[config.mk]
export PLATFORM = sky130hd
export DESIGN_NAME = profile_sampler_ci_flat
export DESIGN_NICKNAME = d
export VERILOG_FILES = /design/src/rtl/profile_sampler_ci_if.sv /design/src/rtl/profile_sampler_ci.sv /design/src/flat_wrapper.sv
export SDC_FILE = /design/constraint.sdc
export NUM_CORES = 2
export LEC_CHECK = 0
export ABC_AREA = 1
export BUFFER_PORTS_ARGS = -buffer_cell sky130_fd_sc_hd__buf_2
export CAP_MARGIN = 20
export CORE_MARGIN = 3
export CORE_UTILIZATION = 55
export DETAILED_ROUTE_END_ITERATION = 6
export PLACE_DENSITY_LB_ADDON = 0.1
export SYNTH_ARGS = -nofsm -noshare
export SYNTH_HDL_FRONTEND = slang
export SYNTH_SLANG_ARGS = --single-unit
[constraint.sdc]
create_clock -name clock -period 34.2 [get_ports clock]
set_clock_uncertainty 0.2 [all_clocks]
set_input_delay 3.42 -clock clock [delete_from_list [all_inputs] [get_ports clock]]
set_output_delay 3.42 -clock clock [all_outputs]
set_load 0.05 [all_outputs]
[src/rtl/profile_sampler_ci_if.sv]
// Custom-instruction port bundle shared between the CPU (master) and a CI block (slave).
interface profile_sampler_ci_if;
    logic        start;
    logic [7:0]  ciN;
    logic [31:0] valueA;
    logic [31:0] valueB;
    logic        done;
    logic [31:0] result;

    modport master (
        output start, ciN, valueA, valueB,
        input  done, result
    );

    modport slave (
        input  start, ciN, valueA, valueB,
        output done, result
    );
endinterface

[src/rtl/profile_sampler_ci.sv]
// Profiling CI block: four event counters plus a timer-driven snapshot engine
// that writes whole 4-word samples into a FIFO for later draining by software.
module profile_sampler_ci #(
    parameter logic [7:0] customId   = 8'd9,
    parameter int         FIFO_DEPTH = 16
) (
    input  logic                clock,
    input  logic                reset,
    profile_sampler_ci_if.slave ci,
    input  logic                stall,
    input  logic                busIdle
);
    localparam int PTR_W = $clog2(FIFO_DEPTH);
    localparam int CNT_W = PTR_W + 1;
    localparam logic [CNT_W-1:0] ROOM_LIMIT = CNT_W'(FIFO_DEPTH - 4);

    localparam logic [2:0] OP_READ   = 3'd0;
    localparam logic [2:0] OP_CONFIG = 3'd1;
    localparam logic [2:0] OP_PERIOD = 3'd2;
    localparam logic [2:0] OP_POP    = 3'd3;
    localparam logic [2:0] OP_STATUS = 3'd4;
    localparam logic [2:0] OP_ACK    = 3'd5;

    typedef enum logic [2:0] {
        IDLE = 3'd0,
        CAP0 = 3'd1,
        CAP1 = 3'd2,
        CAP2 = 3'd3,
        CAP3 = 3'd4
    } state_t;

    logic [31:0]      counter [4];
    logic [31:0]      shadow  [4];
    logic [31:0]      mem     [FIFO_DEPTH];
    logic [3:0]       en;
    logic [31:0]      period;
    logic [31:0]      timer;
    logic [PTR_W-1:0] wr_ptr;
    logic [PTR_W-1:0] rd_ptr;
    logic [CNT_W-1:0] count;
    logic             overflow;
    logic [15:0]      drops;
    logic             pop_pending;
    logic [31:0]      pop_data;
    state_t           state;
    state_t           next_state;

    logic             accept;
    logic [2:0]       opcode;
    logic             tick;
    logic [3:0]       clear_mask;
    logic [3:0]       event_hit;
    logic             pop_take;
    logic             capture;
    logic             drop;
    logic             push;
    logic [31:0]      push_data;
    logic             unused_bits;

    // A start is ignored while a POP result is still on its way out.
    assign accept      = ci.start && (ci.ciN == customId) && !pop_pending;
    assign opcode      = ci.valueA[2:0];
    assign tick        = (period != 32'd0) && (timer == 32'd1);
    assign clear_mask  = (accept && opcode == OP_CONFIG) ? ci.valueB[7:4] : 4'b0000;
    assign event_hit   = {1'b1, busIdle, stall, 1'b1};
    assign pop_take    = accept && (opcode == OP_POP) && (count != '0);
    assign unused_bits = ^ci.valueA[31:3];

    always_ff @(posedge clock or posedge reset) begin
        if (reset) begin
            for (int i = 0; i < 4; i++) counter[i] <= '0;
        end else begin
            for (int i = 0; i < 4; i++) begin
                if (clear_mask[i])
                    counter[i] <= '0;
                else if (en[i] && event_hit[i])
                    counter[i] <= counter[i] + 32'd1;
            end
        end
    end

    always_ff @(posedge clock or posedge reset) begin
        if (reset) begin
            en     <= '0;
            period <= '0;
            timer  <= '0;
        end else begin
            if (accept && opcode == OP_CONFIG)
                en <= ci.valueB[3:0];
            if (accept && opcode == OP_PERIOD) begin
                period <= ci.valueB;
                timer  <= ci.valueB;
            end else if (period != 32'd0) begin
                timer <= (timer <= 32'd1) ? period : timer - 32'd1;
            end
        end
    end

    // A lost sample must stay visible even if software acknowledges in the same cycle.
    always_ff @(posedge clock or posedge reset) begin
        if (reset) begin
            overflow <= 1'b0;
            drops    <= '0;
        end else if (drop) begin
            overflow <= 1'b1;
            if (drops != 16'hFFFF)
                drops <= drops + 16'd1;
        end else if (accept && opcode == OP_ACK) begin
            overflow <= 1'b0;
            drops    <= '0;
        end
    end

    always_ff @(posedge clock or posedge reset) begin
        if (reset)
            state <= IDLE;
        else
            state <= next_state;
    end

    always_comb begin
        next_state = state;
        capture    = 1'b0;
        drop       = 1'b0;
        push       = 1'b0;
        push_data  = shadow[0];
        unique case (state)
            IDLE: begin
                if (tick) begin
                    if (count <= ROOM_LIMIT) begin
                        capture    = 1'b1;
                        next_state = CAP0;
                    end else begin
                        drop = 1'b1;
                    end
                end
            end
            CAP0: begin
                push       = 1'b1;
                push_data  = shadow[0];
                drop       = tick;
                next_state = CAP1;
            end
            CAP1: begin
                push       = 1'b1;
                push_data  = shadow[1];
                drop       = tick;
                next_state = CAP2;
            end
            CAP2: begin
                push       = 1'b1;
                push_data  = shadow[2];
                drop       = tick;
                next_state = CAP3;
            end
            CAP3: begin
                push       = 1'b1;
                push_data  = shadow[3];
                drop       = tick;
                next_state = IDLE;
            end
            default: next_state = IDLE;
        endcase
    end

    // Shadows freeze the sample so clears or reconfiguration mid-capture cannot tear it.
    always_ff @(posedge clock or posedge reset) begin
        if (reset) begin
            for (int i = 0; i < 4; i++) shadow[i] <= '0;
        end else if (capture) begin
            for (int i = 0; i < 4; i++) shadow[i] <= counter[i];
        end
    end

    always_ff @(posedge clock) begin
        if (push)
            mem[wr_ptr] <= push_data;
    end

    always_ff @(posedge clock or posedge reset) begin
        if (reset) begin
            wr_ptr <= '0;
            rd_ptr <= '0;
            count  <= '0;
        end else begin
            if (push)
                wr_ptr <= wr_ptr + 1'b1;
            if (pop_take)
                rd_ptr <= rd_ptr + 1'b1;
            case ({push, pop_take})
                2'b10:   count <= count + 1'b1;
                2'b01:   count <= count - 1'b1;
                default: count <= count;
            endcase
        end
    end

    always_ff @(posedge clock or posedge reset) begin
        if (reset) begin
            pop_pending <= 1'b0;
            pop_data    <= '0;
        end else begin
            pop_pending <= accept && (opcode == OP_POP);
            if (accept && opcode == OP_POP)
                pop_data <= (count != '0) ? mem[rd_ptr] : 32'hFFFF_FFFF;
        end
    end

    always_comb begin
        ci.done   = 1'b0;
        ci.result = '0;
        if (pop_pending) begin
            ci.done   = 1'b1;
            ci.result = pop_data;
        end else if (accept && opcode != OP_POP) begin
            ci.done = 1'b1;
            case (opcode)
                OP_READ:   ci.result = counter[ci.valueB[1:0]];
                OP_STATUS: ci.result = {drops, overflow, 7'b0, 8'(count)};
                default:   ci.result = '0;
            endcase
        end
    end
endmodule

[src/flat_wrapper.sv]
// flat-port wrapper written by rule: the top's interface ports become plain ports
module profile_sampler_ci_flat 
#(
    parameter logic [7:0] customId   = 8'd9,
    parameter int         FIFO_DEPTH = 16
)
  (clock, reset, stall, busIdle, ci_start, ci_ciN, ci_valueA, ci_valueB, ci_done, ci_result);
  profile_sampler_ci_if ci_i ();
  input  logic clock;
  input  logic reset;
  input  logic stall;
  input  logic busIdle;
  input wire logic [$bits(ci_i.start)-1:0] ci_start;
  input wire logic [$bits(ci_i.ciN)-1:0] ci_ciN;
  input wire logic [$bits(ci_i.valueA)-1:0] ci_valueA;
  input wire logic [$bits(ci_i.valueB)-1:0] ci_valueB;
  output wire logic [$bits(ci_i.done)-1:0] ci_done;
  output wire logic [$bits(ci_i.result)-1:0] ci_result;
  assign ci_i.start = ci_start;
  assign ci_i.ciN = ci_ciN;
  assign ci_i.valueA = ci_valueA;
  assign ci_i.valueB = ci_valueB;
  assign ci_done = ci_i.done;
  assign ci_result = ci_i.result;
  profile_sampler_ci #(.customId(customId), .FIFO_DEPTH(FIFO_DEPTH)) u_core (.clock(clock), .reset(reset), .ci(ci_i), .stall(stall), .busIdle(busIdle));
endmodule
* Word-level counts from Yosys, hierarchy flattened
Memory sizes are Yosys's and may differ from the RTL's.
Cells that the tools add are included.
Widths: inputs -> output; s select.
** Storage, ports and cells
- Flip-flop bits (word level) :: 390
- Input port bits :: 77
- Memories :: 1
- Output and inout port bits :: 33
- Memory bits (writable) :: 512
- Word-level logic and storage cells :: 118
** Memories
- u_core.mem :: words 16, width 32, read ports 1, clocked after memory_dff 0, write ports 1, RTL line profile_sampler_ci.sv:34 : logic [31:0] mem [FIFO_DEPTH];
** Cells by class
- Bitwise logic cells :: 1
- Mux-type cells :: 40
- Reductions and logical operators :: 26
- Add/subtract/negate cells :: 10
- Equality and inequality tests :: 18
- Magnitude comparators :: 3
** Operators with widths (number)
- $mux 32 :: 16
- $add 32x1->32 const B :: 4
- $pmux 32 s3 :: 1
- $bmux 32 s2 :: 1
- $pmux 32 s2 :: 1
- $mux 16 :: 3
- $eq 32x1->1 const B :: 1
- $le 32x1->1 const B :: 1
- $reduce_bool 32->1 :: 1
- $sub 32x1->32 const B :: 1
- $add 16x1->16 const B :: 1
- $ne 16x16->1 const B :: 1
- $reduce_bool 2->1 :: 7
- $eq 3x2->1 const B :: 4
- $mux 1 :: 12
- $pmux 3 s4 :: 1
- $logic_and 1x1->1 :: 11
- $pmux 5 s2 :: 1
- $eq 3x3->1 const B :: 3
- $add 4x1->4 const B :: 2
- $eq 8x4->1 const B :: 1
- $eq 3x1->1 const B :: 2
- $logic_not 3->1 :: 2
- $mux 3 :: 2
- other kinds (16) :: 18

* Logic depth before layout (Yosys ltp)
- Word-level depth :: 7
- Gate-level depth with buffers :: 20
- Gate-level depth less buffers :: 18

* Least setup slack after synthesis
OpenSTA, ideal clock, no wires.
- Path type :: input to output
- Start :: input ci_ciN[7]
- End :: output ci_done
- Setup slack :: 25.703 ns
- Arrival :: 4.877 ns
- Data required time :: 30.580 ns
- Stages :: 3
- Cell sequence :: nor3_4 > nand3_2 > o21ai_0
** On the way
- Word-level cells in the longest chain between the ends :: 6
** Ends and longest elaborated chain
- from (decl) :: RTL line flat_wrapper.sv:14 : input wire logic [$bits(ci_i.ciN)-1:0] ci_ciN;
- $eq 8x4->1 :: RTL line profile_sampler_ci.sv:61 : assign accept = ci.start && (ci.ciN == customId) && !pop_pending;
- $logic_and 1x1->1 (2 in series) :: RTL line profile_sampler_ci.sv:61
- $logic_and 1x1->1 :: RTL line profile_sampler_ci.sv:215 : end else if (accept && opcode != OP_POP) begin
- $mux 1 :: RTL line profile_sampler_ci.sv:215
- $mux 1 :: RTL line profile_sampler_ci.sv:212 : if (pop_pending) begin
- to (decl) :: RTL line flat_wrapper.sv:17 : output wire logic [$bits(ci_i.done)-1:0] ci_done;
No other way between the ends.

* Worst setup path after layout
- Start :: input ci_valueA[0]
- End :: output ci_result[31]
** On the way
- Word-level cells in the longest chain between the ends :: 4
- Elaborated cells on any way between the ends :: 7
- Classes of those cells :: eq/ne (2); mux (3); reduce/logical (2)
** Ends and longest elaborated chain
- from (decl) :: RTL line flat_wrapper.sv:15 : input wire logic [$bits(ci_i.valueA)-1:0] ci_valueA;
- $eq 3x3->1 (tied with other cells) :: RTL line profile_sampler_ci.sv:217 : case (opcode)
- $pmux 32 s2 or $logic_and 1x1->1 (tied branches) :: RTL line profile_sampler_ci.sv:217, profile_sampler_ci.sv:215
- $mux 32 (*) :: RTL line profile_sampler_ci.sv:215
- $mux 32 (*) :: RTL line profile_sampler_ci.sv:212
- to (decl) :: RTL line flat_wrapper.sv:18 : output wire logic [$bits(ci_i.result)-1:0] ci_result;
Every way passes the cells marked *; elsewhere a longest branch is shown, timed or not.

==> metrics <==
cell total after placement between 5000 and 6000; initial antenna violation count 3; iteration count of the initial detailed-routing pass 7; CTS Buffer Depth 3; share of cells above drive strength 1 ~8.0%; CP top delay family buffers and inverters; top-count cell post-synth nand2_1; Worst slew margin around a quarter; final hold slack ~270 ps; GP Congestion just under 1; # rows about 100; synthesis-to-finish area growth 10.1%; top post-synthesis cells by area edfxtp_1 36%, dfrtp_1 23%, nand2_1 7.4%; Final Hold Viols 0; max incr delay on CP approximately 900 ps; Initial Util between 50% and 60%; CP required between 30000 and 40000 ps; CTS tree built; CP Max Fanout 22; reg-to-reg slack, setup 29520 ps; Final #Nets roughly 4700; Reg clk slew, reported paths roughly 60 ps; EDFF count, synth a little over 500; chip width roughly 280 um; ratio of total power to cell area about 60 mW/mm2; fmax 100 MHz; post-route ant nets 0; Hold Crit Class flip-flop to flip-flop; post_cts resized 0; count of input and output buffers 80; worst r2r dst u_core.count[4]; most frequent CP cell buf_2; number of buffers added for setup after CTS 0; setup tns final 0 ps; Avg Inst Size Synth a little over 9 um2; status finished, final reports clean; I/O pins 110; CTS Sinks 902; end-of-flow core utilization 61.5%; total number of vias 33492; Leakage a little under 20 nW; final worst path period need approximately 10000 ps; gr ovfl total 0; die area around 0.081 mm2; dominant synthesized flop cell edfxtp_1; CP cell instances buf_2 > nor2_1 > buf_4 > nand2_1 > inv_1 > nand3_1 > o21ai_0 > a32o_1 > buf_2; Arr. time, crit path 6350 ps; Worst Setup End Kind output pin; routed len/inst roughly 22 um; CP bufs+invs 4; Commonest cells post-synth 840 x nand2_1, 660 x nor2_1, 512 x edfxtp_1; Yosys top cell area share a little over a third; register area share after synthesis between 50% and 60%; period utilization just under 30%; final setup vio count 0; Cells after Synth 4589; YS warnings 0; final setup margin 24230 ps; H-tree levels 3; Post-CTS Hold Buffers 0; Die Ht approximately 280 um; Post-Route WL between 100000 and 150000 um; first-pass GRT wire length between 150000 and 200000 um; Max-Cap Viols 0; routed vias/inst between 5 and 6; largest net degree at the start of global routing 146; Clk Latency, worst-skew pair approximately 660 ps; worst vdd ir roughly 0.043 mV; Mapped Area around 0.043 mm2; Layout Cells excl Fill 5698; # fillers 6528; Num CTS Buffers 96; synthesized flop and latch total 902; Synth cell types 53; DR iter-0 viols 3364; RSZ-0062 raised after global routing false; DP HPWL 82200 um; Setup WS pre-CTS between 20000 and 25000 ps; clk root buf clkbuf_16; Hold Crit Depth 1; hold endpoint u_core.count[4]; cells on worst reg2reg path 19; Slew @ Worst Pin ~1100 ps; core area roughly 0.076 mm2; GRT Util Overall 30.8%; hold_sp u_core.count[4]; max-slew violations 0; Setup CP Type input pin to output pin; Reg-to-Reg Start u_core.pop_pending; slowest stage cell, crit path inv_1; Synth Net Count 4683; leading area contributor after synthesis edfxtp_1; Worst setup SP type input pin; vias in the first global route roughly 31000; DRC viols 0; ys async rst share between 40% and 50%
per-stage QoR:
stage / power, W / area (um2)
finish: 0.00279 / 46900
global route: 0.00290 / 46900
CTS: 0.00280 / 46900
detailed placement: 0.00175 / 43700
global placement: 0.00174 / 43700
floorplan: 0.00159 / 42600
sequential cells by signal, indices dropped and copies added (netlist names), 5 cells and up:
name,count
u_core.mem,512
u_core.counter,128
u_core.shadow,128
u_core.period,32
u_core.pop_data,32
u_core.timer,32
u_core.drops,16
u_core.count,5
routing by layer:
layer / vias up / share of wire, % / routed length (um) / track usage, %
met3: 288 / 7.4 / 9370 / 4.03
met5: - / 0.0079 / 10 / 0
met4: 2 / 4.8 / 6000 / 13.8
met2: 1325 / 46 / 57600 / 48.6
met1: 16163 / 42 / 53000 / 43.1
li1: 15714 / - / - / -
cell families (layout without fill, tap and decap cells):
| group | after synthesis | after routing | share of synthesized area, % |
|---|---|---|---|
| adders and majority gates | 17 | 17 | 0.517 |
| and+or+nand+nor | 2034 | 2034 | 20.6 |
| other | 0 | 1 | 0 |
| AOI/OAI and AO/OA | 969 | 969 | 12.7 |
| xor gates and xnor gates | 52 | 52 | 1.07 |
| DFF | 902 | 902 | 59.0 |
| buffers and inverters | 613 | 691 | 6.06 |
| muxes | 2 | 2 | 0.0528 |
report_power, final:
group / internal (W) / leakage, nW / total [W] / switching [W]
combinational: 0.000104 / 7.61 / 0.000415 / 0.000311
sequential: 0.00126 / 10.4 / 0.00131 / 0.0000484
clock: 0.000623 / 1.58 / 0.00106 / 0.000434
area by class of cell:
type	count	area (um2)	area share, %
Multi-Input combinational cell	3074	15000	32.0
Clock inverter	45	485	1.03
Inverter	384	1460	3.10
Sequential cell	902	25100	53.6
Clock buffer	134	2750	5.85
Tap cell	1030	1290	2.75
Timing Repair Buffer	128	773	1.65
Antenna cell	1	2.50	0.00533
cell usage in the layout, fill, tap and decap left out, types with 7 or more instances in the layout:
cell / count
nand2_1: 840
nor2_1: 642
edfxtp_1: 512
o21ai_0: 495
dfrtp_1: 386
inv_1: 367
nand3_1: 265
o21ai_1: 151
o211ai_1: 143
a21oi_1: 129
nand4_1: 100
clkbuf_16: 97
buf_2: 80
nor3_1: 76
xor2_1: 47
buf_4: 47
a32o_1: 32
nor2_4: 26
clkbuf_1: 19
clkbuf_8: 18
clkinv_2: 16
clkinv_1: 16
ha_1: 16
nand3_2: 13
nand2_2: 12
nor4_1: 12
inv_2: 10
nor3b_1: 10
bufinv_16: 8
or2_2: 7
worst max-delay path by stage:
stage	from	to	slack [ps]	cells past startpoint
after floorplan	reset	u_core.count[0]	19740	1
after detailed placement	ci_valueA[0]	ci_result[31]	24320	9
after global placement	ci_valueA[0]	ci_result[31]	24310	9
after CTS	ci_valueA[0]	ci_result[31]	24320	9
after global routing	ci_valueA[0]	ci_result[20]	24220	9
final	ci_valueA[0]	ci_result[31]	24230	9
No activity file was read; power rests on OpenSTA's default activity.
